$ cat config.mk
export PLATFORM = sky130hd
export DESIGN_NAME = hazard_control_unit
export DESIGN_NICKNAME = d
export VERILOG_FILES = /design/src/rtl/hazard_control_unit.sv
export SDC_FILE = /design/constraint.sdc
export NUM_CORES = 1
export LEC_CHECK = 0
export BUFFER_PORTS_ARGS = -buffer_cell sky130_fd_sc_hd__buf_2
export CAP_MARGIN = 25
export CORE_UTILIZATION = 45
export CTS_CLUSTER_DIAMETER = 30
export CTS_CLUSTER_SIZE = 10
export DETAILED_ROUTE_END_ITERATION = 8
export PLACE_DENSITY = 0.82
export SLEW_MARGIN = 20
export SYNTH_ARGS = -nofsm -noshare
export SYNTH_HDL_FRONTEND = slang
export SYNTH_SLANG_ARGS = --single-unit
$ cat constraint.sdc
create_clock -name Clk -period 2 [get_ports Clk]
set_input_delay 0.4 -clock Clk [delete_from_list [all_inputs] [get_ports Clk]]
set_output_delay 0.4 -clock Clk [all_outputs]
set_load 0.01 [all_outputs]
$ cat src/rtl/hazard_control_unit.sv
// Pipeline hazard controller for the 5-stage MIPS datapath: interlock/load-use stalls,
// multi-cycle IF/ID flushes for taken transfers, and saturating stall/flush counters.
module hazard_control_unit #(
  parameter int REG_W        = 5,
  parameter int FWD_EN       = 1,
  parameter int LOAD_STALL   = 1,
  parameter int FLUSH_CYCLES = 1,
  parameter int CNT_W        = 16
) (
  input  logic             Clk,
  input  logic             Reset,
  input  logic [REG_W-1:0] IF_ID_Rs,
  input  logic [REG_W-1:0] IF_ID_Rt,
  input  logic [REG_W-1:0] ID_EX_Rd,
  input  logic [REG_W-1:0] EX_MEM_Rd,
  input  logic [REG_W-1:0] MEM_WB_Rd,
  input  logic             ID_EX_RegWrite,
  input  logic             EX_MEM_RegWrite,
  input  logic             MEM_WB_RegWrite,
  input  logic             ID_EX_MemRead,
  input  logic             jump,
  input  logic             jumpReg,
  input  logic             branchTaken,
  input  logic             CntClear,
  output logic             PCWrite,
  output logic             IF_ID_Write,
  output logic             control,
  output logic             IF_ID_flush,
  output logic [CNT_W-1:0] StallCount,
  output logic [CNT_W-1:0] FlushCount
);

  localparam logic [1:0] S_RUN   = 2'd0;
  localparam logic [1:0] S_STALL = 2'd1;
  localparam logic [1:0] S_FLUSH = 2'd2;
  localparam logic [3:0] LS_INIT = 4'((LOAD_STALL > 1) ? (LOAD_STALL - 2) : 0);
  localparam logic [3:0] FC_INIT = 4'((FLUSH_CYCLES > 1) ? (FLUSH_CYCLES - 2) : 0);

  logic [1:0]       r_state;
  logic [3:0]       r_cnt;
  logic [CNT_W-1:0] r_stall_cnt;
  logic [CNT_W-1:0] r_flush_cnt;
  logic [1:0]       w_state_nxt;
  logic [3:0]       w_cnt_nxt;
  logic             w_stall;
  logic             w_flush;

  function automatic logic f_match(input logic we, input logic [REG_W-1:0] rd,
                                   input logic [REG_W-1:0] r);
    return we && (rd != '0) && (rd == r);
  endfunction

  logic w_ie_rs, w_ie_rt, w_em_rs, w_em_rt, w_mw_rs, w_mw_rt;
  logic w_lu, w_dh, w_ct;

  assign w_ie_rs = f_match(ID_EX_RegWrite,  ID_EX_Rd,  IF_ID_Rs);
  assign w_ie_rt = f_match(ID_EX_RegWrite,  ID_EX_Rd,  IF_ID_Rt);
  assign w_em_rs = f_match(EX_MEM_RegWrite, EX_MEM_Rd, IF_ID_Rs);
  assign w_em_rt = f_match(EX_MEM_RegWrite, EX_MEM_Rd, IF_ID_Rt);
  assign w_mw_rs = f_match(MEM_WB_RegWrite, MEM_WB_Rd, IF_ID_Rs);
  assign w_mw_rt = f_match(MEM_WB_RegWrite, MEM_WB_Rd, IF_ID_Rt);

  assign w_lu = ID_EX_MemRead && (w_ie_rs || w_ie_rt);
  assign w_ct = jump || jumpReg || branchTaken;

  // With forwarding only loads and jr (which reads Rs in ID) need to wait;
  // without it every pending write to a source register interlocks.
  assign w_dh = (FWD_EN != 0)
              ? (w_lu || (jumpReg && (w_ie_rs || w_em_rs)))
              : (w_lu || (jumpReg ? (w_ie_rs || w_em_rs || w_mw_rs)
                                  : (w_ie_rs || w_ie_rt || w_em_rs || w_em_rt ||
                                     w_mw_rs || w_mw_rt)));

  always_comb begin
    w_state_nxt = r_state;
    w_cnt_nxt   = r_cnt;
    w_stall     = 1'b0;
    w_flush     = 1'b0;
    case (r_state)
      S_RUN: begin
        if (w_dh) begin
          w_stall = 1'b1;
          if (w_lu && (LOAD_STALL > 1)) begin
            w_state_nxt = S_STALL;
            w_cnt_nxt   = LS_INIT;
          end
        end else if (w_ct) begin
          w_flush = 1'b1;
          if (FLUSH_CYCLES > 1) begin
            w_state_nxt = S_FLUSH;
            w_cnt_nxt   = FC_INIT;
          end
        end
      end
      S_STALL: begin
        w_stall = 1'b1;
        if (r_cnt == 4'd0) w_state_nxt = S_RUN;
        else               w_cnt_nxt   = r_cnt - 4'd1;
      end
      S_FLUSH: begin
        w_flush = 1'b1;
        if (r_cnt == 4'd0) w_state_nxt = S_RUN;
        else               w_cnt_nxt   = r_cnt - 4'd1;
      end
      default: begin
        w_state_nxt = S_RUN;
        w_cnt_nxt   = 4'd0;
      end
    endcase
  end

  always_ff @(posedge Clk or posedge Reset) begin
    if (Reset) begin
      r_state     <= S_RUN;
      r_cnt       <= 4'd0;
      r_stall_cnt <= '0;
      r_flush_cnt <= '0;
    end else begin
      r_state <= w_state_nxt;
      r_cnt   <= w_cnt_nxt;
      if (CntClear)                         r_stall_cnt <= '0;
      else if (w_stall && (r_stall_cnt != '1)) r_stall_cnt <= r_stall_cnt + CNT_W'(1);
      if (CntClear)                         r_flush_cnt <= '0;
      else if (w_flush && (r_flush_cnt != '1)) r_flush_cnt <= r_flush_cnt + CNT_W'(1);
    end
  end

  // Reset forces every enable low regardless of state or inputs.
  assign PCWrite     = !Reset && !w_stall;
  assign IF_ID_Write = !Reset && !w_stall && !w_flush;
  assign control     = !Reset && !w_stall;
  assign IF_ID_flush = !Reset && w_flush;
  assign StallCount  = r_stall_cnt;
  assign FlushCount  = r_flush_cnt;

endmodule

Word-level counts from Yosys, hierarchy flattened
Cells that the tools add are included.

Add/subtract/negate cells: 3. Eq/ne operators: 9. Muxes and demuxes: 13. Bitwise gates (word level): 1. Reductions and logical operators: 29.

Operators by type and width (count): $mux W16 (4); $add A16 B1 Y16 const B (2); $ne A16 B16 Y1 const B (2); $eq A5 B5 Y1 (3); $logic_and A1 B1 Y1 (12); $reduce_bool A5 Y1 (2); $pmux W4 S2 (1); $logic_or A1 B1 Y1 (5); $logic_not A4 Y1 (1); $mux W4 (1); $pmux W1 S2 (2); $pmux W2 S2 (1); $reduce_and A2 Y1 (2); $reduce_bool A2 Y1 (2); $sub A4 B1 Y4 const B (1); $logic_not A1 Y1 (3); $mux W1 (3); $eq A2 B1 Y1 const B (1); $eq A2 B2 Y1 const B (1); $logic_not A2 Y1 (1); $mux W2 (1); $ne A2 B1 Y1 const B (1); $ne A2 B2 Y1 const B (1); $reduce_or A2 Y1 (1); $not A1 Y1 (1).

Register bits after elaboration: 38. Output and inout port bits: 36. Word-level logic and storage cells: 59.

Longest topological paths before layout
Gate-level depths: netlist of the first run.

Depth after elaboration: 11. Depth in mapped cells: 9.

Worst setup path after synthesis of the first run
Ideal clock, no wire load.

Path type: input to output. Start: input ID_EX_Rd[1]. End: output IF_ID_flush. Data arrival time: 1737 ps. Data required time: 1600 ps. Setup slack: -137 ps. Stages: 5. Buffers on the path: 0. Path through: or4_4 o21ai_4 inv_1 a21oi_1 and3_1.

Longest elaborated chain between the ends: 9. Elaborated cells between the ends (all ways): 14. Classes of those cells: eq/ne (2); mux (2); reduce/logical (10).

Ends and longest elaborated chain: start: declaration (line 14) `input logic [REG_W-1:0] ID_EX_Rd,`; $reduce_bool A5 Y1 (line 50) `return we && (rd != '0) && (rd == r);`; $logic_and A1 B1 Y1 (2 in series) (line 50); $logic_or A1 B1 Y1; $logic_and A1 B1 Y1, on equally long branches (line 63, 69); $logic_or A1 B1 Y1 (*) (line 69) `? (w_lu || (jumpReg && (w_ie_rs || w_em_rs)))`; $mux W1 (*) (line 81) `if (w_dh) begin`; $pmux W1 S2 (*) (line 79) `case (r_state)`; $logic_and A1 B1 Y1 (*) (line 132) `assign IF_ID_flush = !Reset && w_flush;`; end: declaration (line 28) `output logic IF_ID_flush,`.

Mark *: on every way between the ends. The rest lies on a longest branch, timed or not.

Final worst setup path of the first run
Start: input ID_EX_Rd[2]. End: output IF_ID_flush.

Same word-level chain as after synthesis.

==> impl_metrics.ini, run 1 <==
[clocking]
insertion_delay_ps = 290
htree_levels = 2
cts_root_buf = clkbuf_8
path_clk_slew_ps = 70
cts_tree = yes
clock_sinks = 32
holdBufCountCts = 0
clk_path_buf_depth = 2
numCtsBuffers = 5

[power]
p_per_area_mw_per_mm2 = 453
pwr-share-comb_pct = 21.2
p_sw_uw = 407
p_int_mw = 1.10
ir_drop_uv = 396
seqPwrFrac_pct = 43.9
switching_share_pct = 27.1
p_leak_nw = 1.50
clkPwrFrac_pct = 34.9

[yosys]
syn_inst = 226
yosysSeqAreaShare_pct = 38.9
synth-edff-count = 0
syn_area_mm2 = 0.00206
syn_area_per_cell_um2 = 9.11
synth-seq-cells = 32
synth.largest_area_cell = dfrtp_1
ys_warn_count = 0
netlist_top_cells_count = dfrtp_1 (32), a21oi_1 (29), or3_1 (17)
synthArstFlopShare_pct = 100
ys.flop_type = dfrtp_1
netlist.area_leader.share_pct = 38.9
yosys.cell_types.count = 40
synth_area_leaders = dfrtp_1 (39%), a21oi_1 (7.1%), or3_1 (5.2%)
synth_nets = 263
yosysMostFrequentCell = dfrtp_1

[grt]
grt_pass1_wl_mm = 9.46
grt_antenna_before_repair = 0
grt_overflow = 0
grtUsageMet2_pct = 44.1
grt_use_met1_pct = 27.8
grt_use_met3_pct = 5.52
grt_usage_pct = 24.3
grt_max_degree = 33
grt-busiest-layer = met2
first_global_vias = 2148

[critical_path]
path_common_cell = buf_6
end_kind = output pin
critPathLaunchType = input pin
crit_required_ps = 1600
crit_type = in2out
cp_cell_sequence = buf_6 > or4_4 > o21ai_4 > inv_2 > a21oi_2 > and3_4 > buf_6
cp_top_family = simple AND/OR/NAND/NOR gates
critPathMaxFanout = 3
slowest_delay_ps = 530
path_buf_inv = 3
cpMaxStageDelayCell = or4_4
cp.arrival_ps = 1760

[sta]
drv_slew = 0
worst_pin_slew_ps = 771
setup_viol = 16
layout_setup_ws_ps = -161
min_period_ps = 2160
skew_ps = 5.38
slew_headroom_pct = 48.6
tns_ps = -906
rsz0062_at_grt = true
finalHoldViolations = 0
post-route-period-util_pct = 108
fmax_mhz = 463

[floorplan]
die_x_um = 69.6
die_y_um = 69.6
ioPinCount = 71
design.core.area_mm2 = 0.00438
initial_core_util_pct = 46.9
die_area_mm2 = 0.00485
placementRows = 24

[cells_and_area]
final_cell_area_mm2 = 0.00332
nets = 383
layout-drive-gt1-share_pct = 53.6
syn2layout_area_growth_pct = 61.3
n_fill_cell = 275
antenna_cells = 0

[routing]
vias = 2397
routed_via_density = 6.01
postRouteAntennaNets = 0
drcViolationCount = 0
dr.first_iter.drc_count = 130
first_pass_iters = 4
routedWlPerCell_um = 17.0
wl_mm = 6.79

[run]
max-cap-violations = 0

[worst_hold_path]
hp-class = in2async

[place]
place_hpwl_mm = 4.15
port_buffers = 64
placed_cell_area_mm2 = 0.00274
gp_congestion = 0.813

[outcome]
status = finished, violations left
failed_checks = setup timing
==> layout make-up <==
class                   instances  area, um2  share of cell area (%)
flip-flops and latches         32        801                    24.1
inverters                      10       37.5                    1.13
clock buffers                   8       90.1                    2.71
multi-input cells             176       1410                    42.5
repair buffers                121        915                    27.5
well taps                      52       65.1                    1.96
==> metal layers <==
metal / share of wire [%] / wire (um)
met5: 0 / 0
met4: 2.0 / 139
met3: 7.4 / 505
met2: 53 / 3570
met1: 38 / 2580
==> power groups by stage <==
stage                     sequential (mW)  clock [mW]  combinational (mW)
after floorplan                     0.683           0               0.111
after global routing                0.659       0.560               0.342
after detailed placement            0.672           0               0.236
after CTS                           0.659       0.528               0.258
after global placement              0.671           0               0.230
final                               0.659       0.525               0.318
==> layout by cell type, fill, tap and decap left out, types with 10 or more instances in the layout <==
cell     synthesis  final
a21oi_1         29     12
a21oi_2          0     17
buf_2            2     59
buf_4            1     40
buf_6            2     15
dfrtp_1         32     32
nand2_1         13     13
nand3_1         10     10
or3_1           17     13
or4_4            1     10
==> through the flow <==
step,cells,hold slack [ps],total power [mW],util [%],setup WS (ps)
after CTS,390,268,1.45,66.9,-195
after detailed placement,376,562,0.908,62.5,-335
final,399,270,1.50,75.7,-161
after floorplan,226,463,0.794,-,-42.4
after global routing,399,320,1.56,75.7,-198
after global placement,376,552,0.901,62.5,-271
==> worst reg2reg max path, stage by stage (launching register included) <==
cell and delay, ps:
dfrtp_1 450, nand3_1 130, nor4_1 360, buf_4 230, nor2_4 50, a2bb2oi_4 250, clkbuf_16 220, or4_4 130
a21oi_2 50
==> flip-flops by register name (all words and copies together) (netlist names) <==
| signal | count |
|---|---|
| FlushCount | 16 |
| StallCount | 16 |
==> final timing paths <==
kind | startpoint | endpoint | slack, ps | cells after the start
max reg2reg | StallCount[4]$_DFFE_PP0P_ | StallCount[6]$_DFFE_PP0P_ | -10 | 8
min in group Clk | StallCount[10]$_DFFE_PP0P_ | StallCount[10]$_DFFE_PP0P_ | 590 | 2
max in group asynchronous | Reset | StallCount[2]$_DFFE_PP0P_ | 1410 | 3
min reg2reg | StallCount[10]$_DFFE_PP0P_ | StallCount[10]$_DFFE_PP0P_ | 590 | 2
min | Reset | FlushCount[14]$_DFFE_PP0P_ | 270 | 3
max | ID_EX_Rd[2] | IF_ID_flush | -160 | 7
==> logic make-up after synthesis <==
family,count (synthesis),share of synthesized area (%)
buffers and inverters,18,4.32
adder cells (fa/ha/maj),2,1.22
flip-flops,32,38.9
AND/OR/NAND/NOR,89,25.1
multiplexers,2,0.973
AO/OA/AOI/OAI,66,22.2
XOR/XNOR,17,7.23
==> repair_timing <==
action,in CTS,in global routing
setup endpoints to repair,7,34
setup buffers,6,9
gates resized for setup,10,65
pin swaps,12,37
cloned,0,4
No activity file was read; power rests on OpenSTA's default activity.
==> run 2, diff against run 1 <==
--- a/config.mk
+++ b/config.mk
@@ -5,13 +5,14 @@
 export SDC_FILE = /design/constraint.sdc
 export NUM_CORES = 1
 export LEC_CHECK = 0
+export ABC_CLOCK_PERIOD_IN_PS = 2000
 export BUFFER_PORTS_ARGS = -buffer_cell sky130_fd_sc_hd__buf_2
 export CAP_MARGIN = 25
 export CORE_UTILIZATION = 45
 export CTS_CLUSTER_DIAMETER = 30
 export CTS_CLUSTER_SIZE = 10
 export DETAILED_ROUTE_END_ITERATION = 8
-export PLACE_DENSITY = 0.82
+export PLACE_DENSITY = 0.76
 export SLEW_MARGIN = 20
 export SYNTH_ARGS = -nofsm -noshare
 export SYNTH_HDL_FRONTEND = slang
==> impl_metrics.ini, run 2 (synthesis results as in run 1) <==
[outcome]
status = finished, violations left
failed_checks = setup timing

[critical_path]
crit_required_ps = 1600
critPathLaunchType = input pin
crit_type = in2out
end_kind = output pin
cp.arrival_ps = 1780
critPathMaxFanout = 3

[routing]
wl_mm = 6.19
vias = 2275
top_layer = met4
first_pass_iters = 5
routedWlPerCell_um = 15.7
postRouteAntennaNets = 0
drcViolationCount = 0
wl_met2_mm = 3.16
met1_length_mm = 2.59
routed_via_density = 5.76
routed-wl-met3_um = 317
dr.first_iter.drc_count = 107

[floorplan]
placementRows = 24
die_y_um = 69.6
initial_core_util_pct = 46.9
die_x_um = 69.6
die_area_mm2 = 0.00485
design.core.area_mm2 = 0.00438
ioPinCount = 71

[sta]
skew_ps = 6.61
fmax_mhz = 459
holdWs_ps = 290
drv_slew = 0
worst_pin_slew_ps = 685
finalHoldViolations = 0
post-route-period-util_pct = 109
slew_headroom_pct = 54.4
setup_viol = 15
tns_ps = -1400
min_period_ps = 2180
rsz0062_at_grt = true
layout_setup_ws_ps = -180

[cells_and_area]
antenna_cells = 0
layout_common_cells = buf_2 (61), buf_4 (46), dfrtp_1 (32)
fin_util_pct = 71.3
final_common_cell = buf_2
layout-drive-gt1-share_pct = 46.6
n_fill_cell = 317
nets = 379
syn2layout_area_growth_pct = 51.9

[grt]
grt_max_degree = 33
grt_overflow = 0
first_global_vias = 2103
grt_pass1_wl_mm = 9.09
grt_usage_pct = 22.8
grt_antenna_before_repair = 0

[clocking]
insertion_delay_ps = 280
holdBufCountCts = 0
clock_sinks = 32
cts_root_buf = clkbuf_8
path_clk_slew_ps = 70
numCtsBuffers = 5
htree_levels = 2
clk_path_buf_depth = 2
cts_tree = yes

[place]
place_hpwl_mm = 3.93
gp_congestion = 0.881
port_buffers = 64

[power]
p_sw_uw = 388
ir_drop_uv = 461
pwr-share-comb_pct = 19.6
p_leak_nw = 1.44
seqPwrFrac_pct = 45.3
switching_share_pct = 26.6
p_int_mw = 1.07
clkPwrFrac_pct = 35.0
p_per_area_mw_per_mm2 = 466

[worst_hold_path]
hp-class = in2async

[run]
max-cap-violations = 0
==> run 2: through the flow <==
step	instances	power (mW)	instance area [um2]	setup WS, ps
final	395	1.46	3130	-180
after floorplan	226	0.794	2080	-42.4
after global placement	376	0.902	2740	-276
after global routing	395	1.52	3130	-225
after CTS	390	1.44	2910	-213
after detailed placement	376	0.908	2740	-312
==> run 2: worst paths after layout <==
check | from | end | slack, ps | cells past startpoint
hold reg to reg | StallCount[6]$_DFFE_PP0P_ | StallCount[6]$_DFFE_PP0P_ | 580 | 2
hold / removal | Reset | FlushCount[15]$_DFFE_PP0P_ | 290 | 3
setup reg to reg | StallCount[15]$_DFFE_PP0P_ | StallCount[7]$_DFFE_PP0P_ | -30 | 8
setup / recovery | ID_EX_Rd[2] | IF_ID_flush | -180 | 7
min in group Clk | StallCount[6]$_DFFE_PP0P_ | StallCount[6]$_DFFE_PP0P_ | 580 | 2
max in group asynchronous | Reset | FlushCount[0]$_DFFE_PP0P_ | 1410 | 3
==> run 2: per-layer routing <==
layer  global-route usage (%)  up-vias
met5                        0        -
met4                     9.11        0
met3                     3.20       15
met2                     40.5       88
met1                     27.9     1083
li1                         -     1089
==> run 2: area by class of cell <==
type                    instances  area (um2)  share of cell area [%]
clock inverters                 2        10.0                   0.320
flip-flops and latches         32         801                    25.6
repair buffers                117         800                    25.6
clock buffers                   6        82.6                    2.64
well taps                      52        65.1                    2.08
inverters                      10        37.5                    1.20
multi-input cells             176        1330                    42.6
==> run 2: critical path, cell delays in order <==
cell and delay (ps):
buf_6 90, or4_4 540, o21ai_4 220, inv_2 70, a21oi_2 160, and3_4 200
buf_6 100
==> run 2: what timing repair did <==
item / 4_1_cts / 5_1_grt
endpoints found under the setup margin: 8 / 33
endpoints found under the hold margin: 0 / 0
pin swaps: 9 / 19
buffers inserted: 6 / 4
resized for setup: 7 / 25
gates cloned: 0 / 3
==> run 2: power groups by stage <==
stage | Sequential [mW] | Clock (mW) | Combinational (mW)
CTS | 0.660 | 0.523 | 0.253
global route | 0.660 | 0.549 | 0.308
detailed placement | 0.672 | 0 | 0.236
global placement | 0.671 | 0 | 0.231
floorplan | 0.683 | 0 | 0.111
finish | 0.660 | 0.510 | 0.286
==> run 3, diff against run 2 <==
--- a/config.mk
+++ b/config.mk
@@ -13,6 +13,7 @@
 export CTS_CLUSTER_SIZE = 10
 export DETAILED_ROUTE_END_ITERATION = 8
 export PLACE_DENSITY = 0.76
+export RECOVER_POWER = 100
 export SLEW_MARGIN = 20
 export SYNTH_ARGS = -nofsm -noshare
 export SYNTH_HDL_FRONTEND = slang
==> impl_metrics.ini, run 3 (synthesis results as in run 1) <==
[grt]
grt_usage_pct = 22.8
grt_antenna_before_repair = 0
grt_pass1_wl_mm = 9.09
grt_max_degree = 33
first_global_vias = 2103
grt_overflow = 0

[outcome]
status = finished, violations left
failed_checks = setup timing

[routing]
routed_via_density = 5.76
first_pass_iters = 4
vias = 2277
postRouteAntennaNets = 0
routed-wl-met3_um = 325
dr.first_iter.drc_count = 106
wl_met2_mm = 3.11
met1_length_mm = 2.59
drcViolationCount = 0
routedWlPerCell_um = 15.6
top_layer = met4
wl_mm = 6.16

[cells_and_area]
final_cell_area_mm2 = 0.00304
antenna_cells = 0
final_common_cell = buf_2
syn2layout_area_growth_pct = 47.5
layout_common_cells = buf_2 (40), clkbuf_1 (33), buf_4 (33)
fin_util_pct = 69.3
nets = 379
layout-drive-gt1-share_pct = 36.2

[clocking]
clk_path_buf_depth = 2
htree_levels = 2
cts_root_buf = clkbuf_8
path_clk_slew_ps = 70
clock_sinks = 32
holdBufCountCts = 0
insertion_delay_ps = 280
cts_tree = yes
numCtsBuffers = 5

[sta]
slew_headroom_pct = 46.4
drv_slew = 0
worst_pin_slew_ps = 804
finalHoldViolations = 0
min_period_ps = 2170
fmax_mhz = 461
setup_viol = 19
post-route-period-util_pct = 108
rsz0062_at_grt = true
skew_ps = 7.58
layout_setup_ws_ps = -168

[critical_path]
crit_required_ps = 1600
path_buf_inv = 3
path_common_cell = buf_6
slowest_delay_ps = 540
cp_top_family = simple AND/OR/NAND/NOR gates
end_kind = output pin
cp.arrival_ps = 1770
reg2reg_depth = 8
worst-r2r-setup-slack_ps = -50
critPathMaxFanout = 3
crit_type = in2out
r2r_end = StallCount[7]$_DFFE_PP0P_
cpMaxStageDelayCell = or4_4
critPathLaunchType = input pin
cp_cell_sequence = buf_6 > or4_4 > o21ai_4 > inv_2 > a21oi_2 > and3_4 > buf_6
timing.rr.start = StallCount[15]$_DFFE_PP0P_

[floorplan]
die_area_mm2 = 0.00485
die_x_um = 69.6
initial_core_util_pct = 46.9
die_y_um = 69.6
placementRows = 24
ioPinCount = 71
design.core.area_mm2 = 0.00438

[place]
gp_congestion = 0.881
place_hpwl_mm = 3.93
placed_cell_area_mm2 = 0.00274
pre_cts_ws_ps = -312
port_buffers = 64

[power]
p_per_area_mw_per_mm2 = 476
ir_drop_uv = 460
p_leak_nw = 1.30

[run]
max-cap-violations = 0

[worst_hold_path]
hp-class = in2async
[run 3: layout make-up]
type                    instances  area (um2)
inverters                      10        37.5
flip-flops and latches         32         801
multi-input cells             176        1320
clock buffers                   6        82.6
well taps                      52        65.1
fillers                       360        1350
clock inverters                 2        10.0
repair buffers                117         722
[run 3: repair_timing]
action	4_1_cts	5_1_grt
gates resized for setup	7	25
setup endpoints to repair	8	33
setup buffers	6	4
gates cloned	0	3
pin swaps	9	19
[run 3: power by group]
group          internal (mW)  switching, mW
Clock                  0.274          0.235
Sequential             0.655        0.00426
Combinational          0.129          0.146
[run 3: worst max path at each step]
stage,from,endpoint,depth (start not counted)
finish,ID_EX_Rd[2],IF_ID_flush,7
global route,ID_EX_Rd[2],IF_ID_flush,7
CTS,ID_EX_Rd[2],IF_ID_Write,7
detailed placement,ID_EX_Rd[1],FlushCount[5]$_DFFE_PP0P_,7
global placement,ID_EX_Rd[1],FlushCount[4]$_DFFE_PP0P_,7
floorplan,ID_EX_Rd[1],IF_ID_flush,5
[run 3: worst reg2reg max path: stages (launching register included)]
cell       delay [ps]
dfrtp_1           440
nand4_1           170
nor4_1            350
buf_4             220
nor2_4             50
a2bb2oi_4         260
clkbuf_16         200
or3_1             110
a21oi_1            90
[run 3: routing by layer]
metal	vias to the layer above	global-route usage, %
met4	0	9.11
met2	89	40.5
met1	1082	27.9
met5	-	0
met3	14	3.20
li1	1092	-
[run 3: through the flow]
step	total power [mW]	setup TNS, ps	hold WS [ps]	std cells
5_1_grt	1.51	-4070	548	395
2_1_floorplan	0.794	-42.4	463	226
3_5_place_dp	0.908	-6650	567	376
3_3_place_gp	0.902	-5540	553	376
4_1_cts	1.44	-686	271	390
6_report	1.44	-1450	437	395
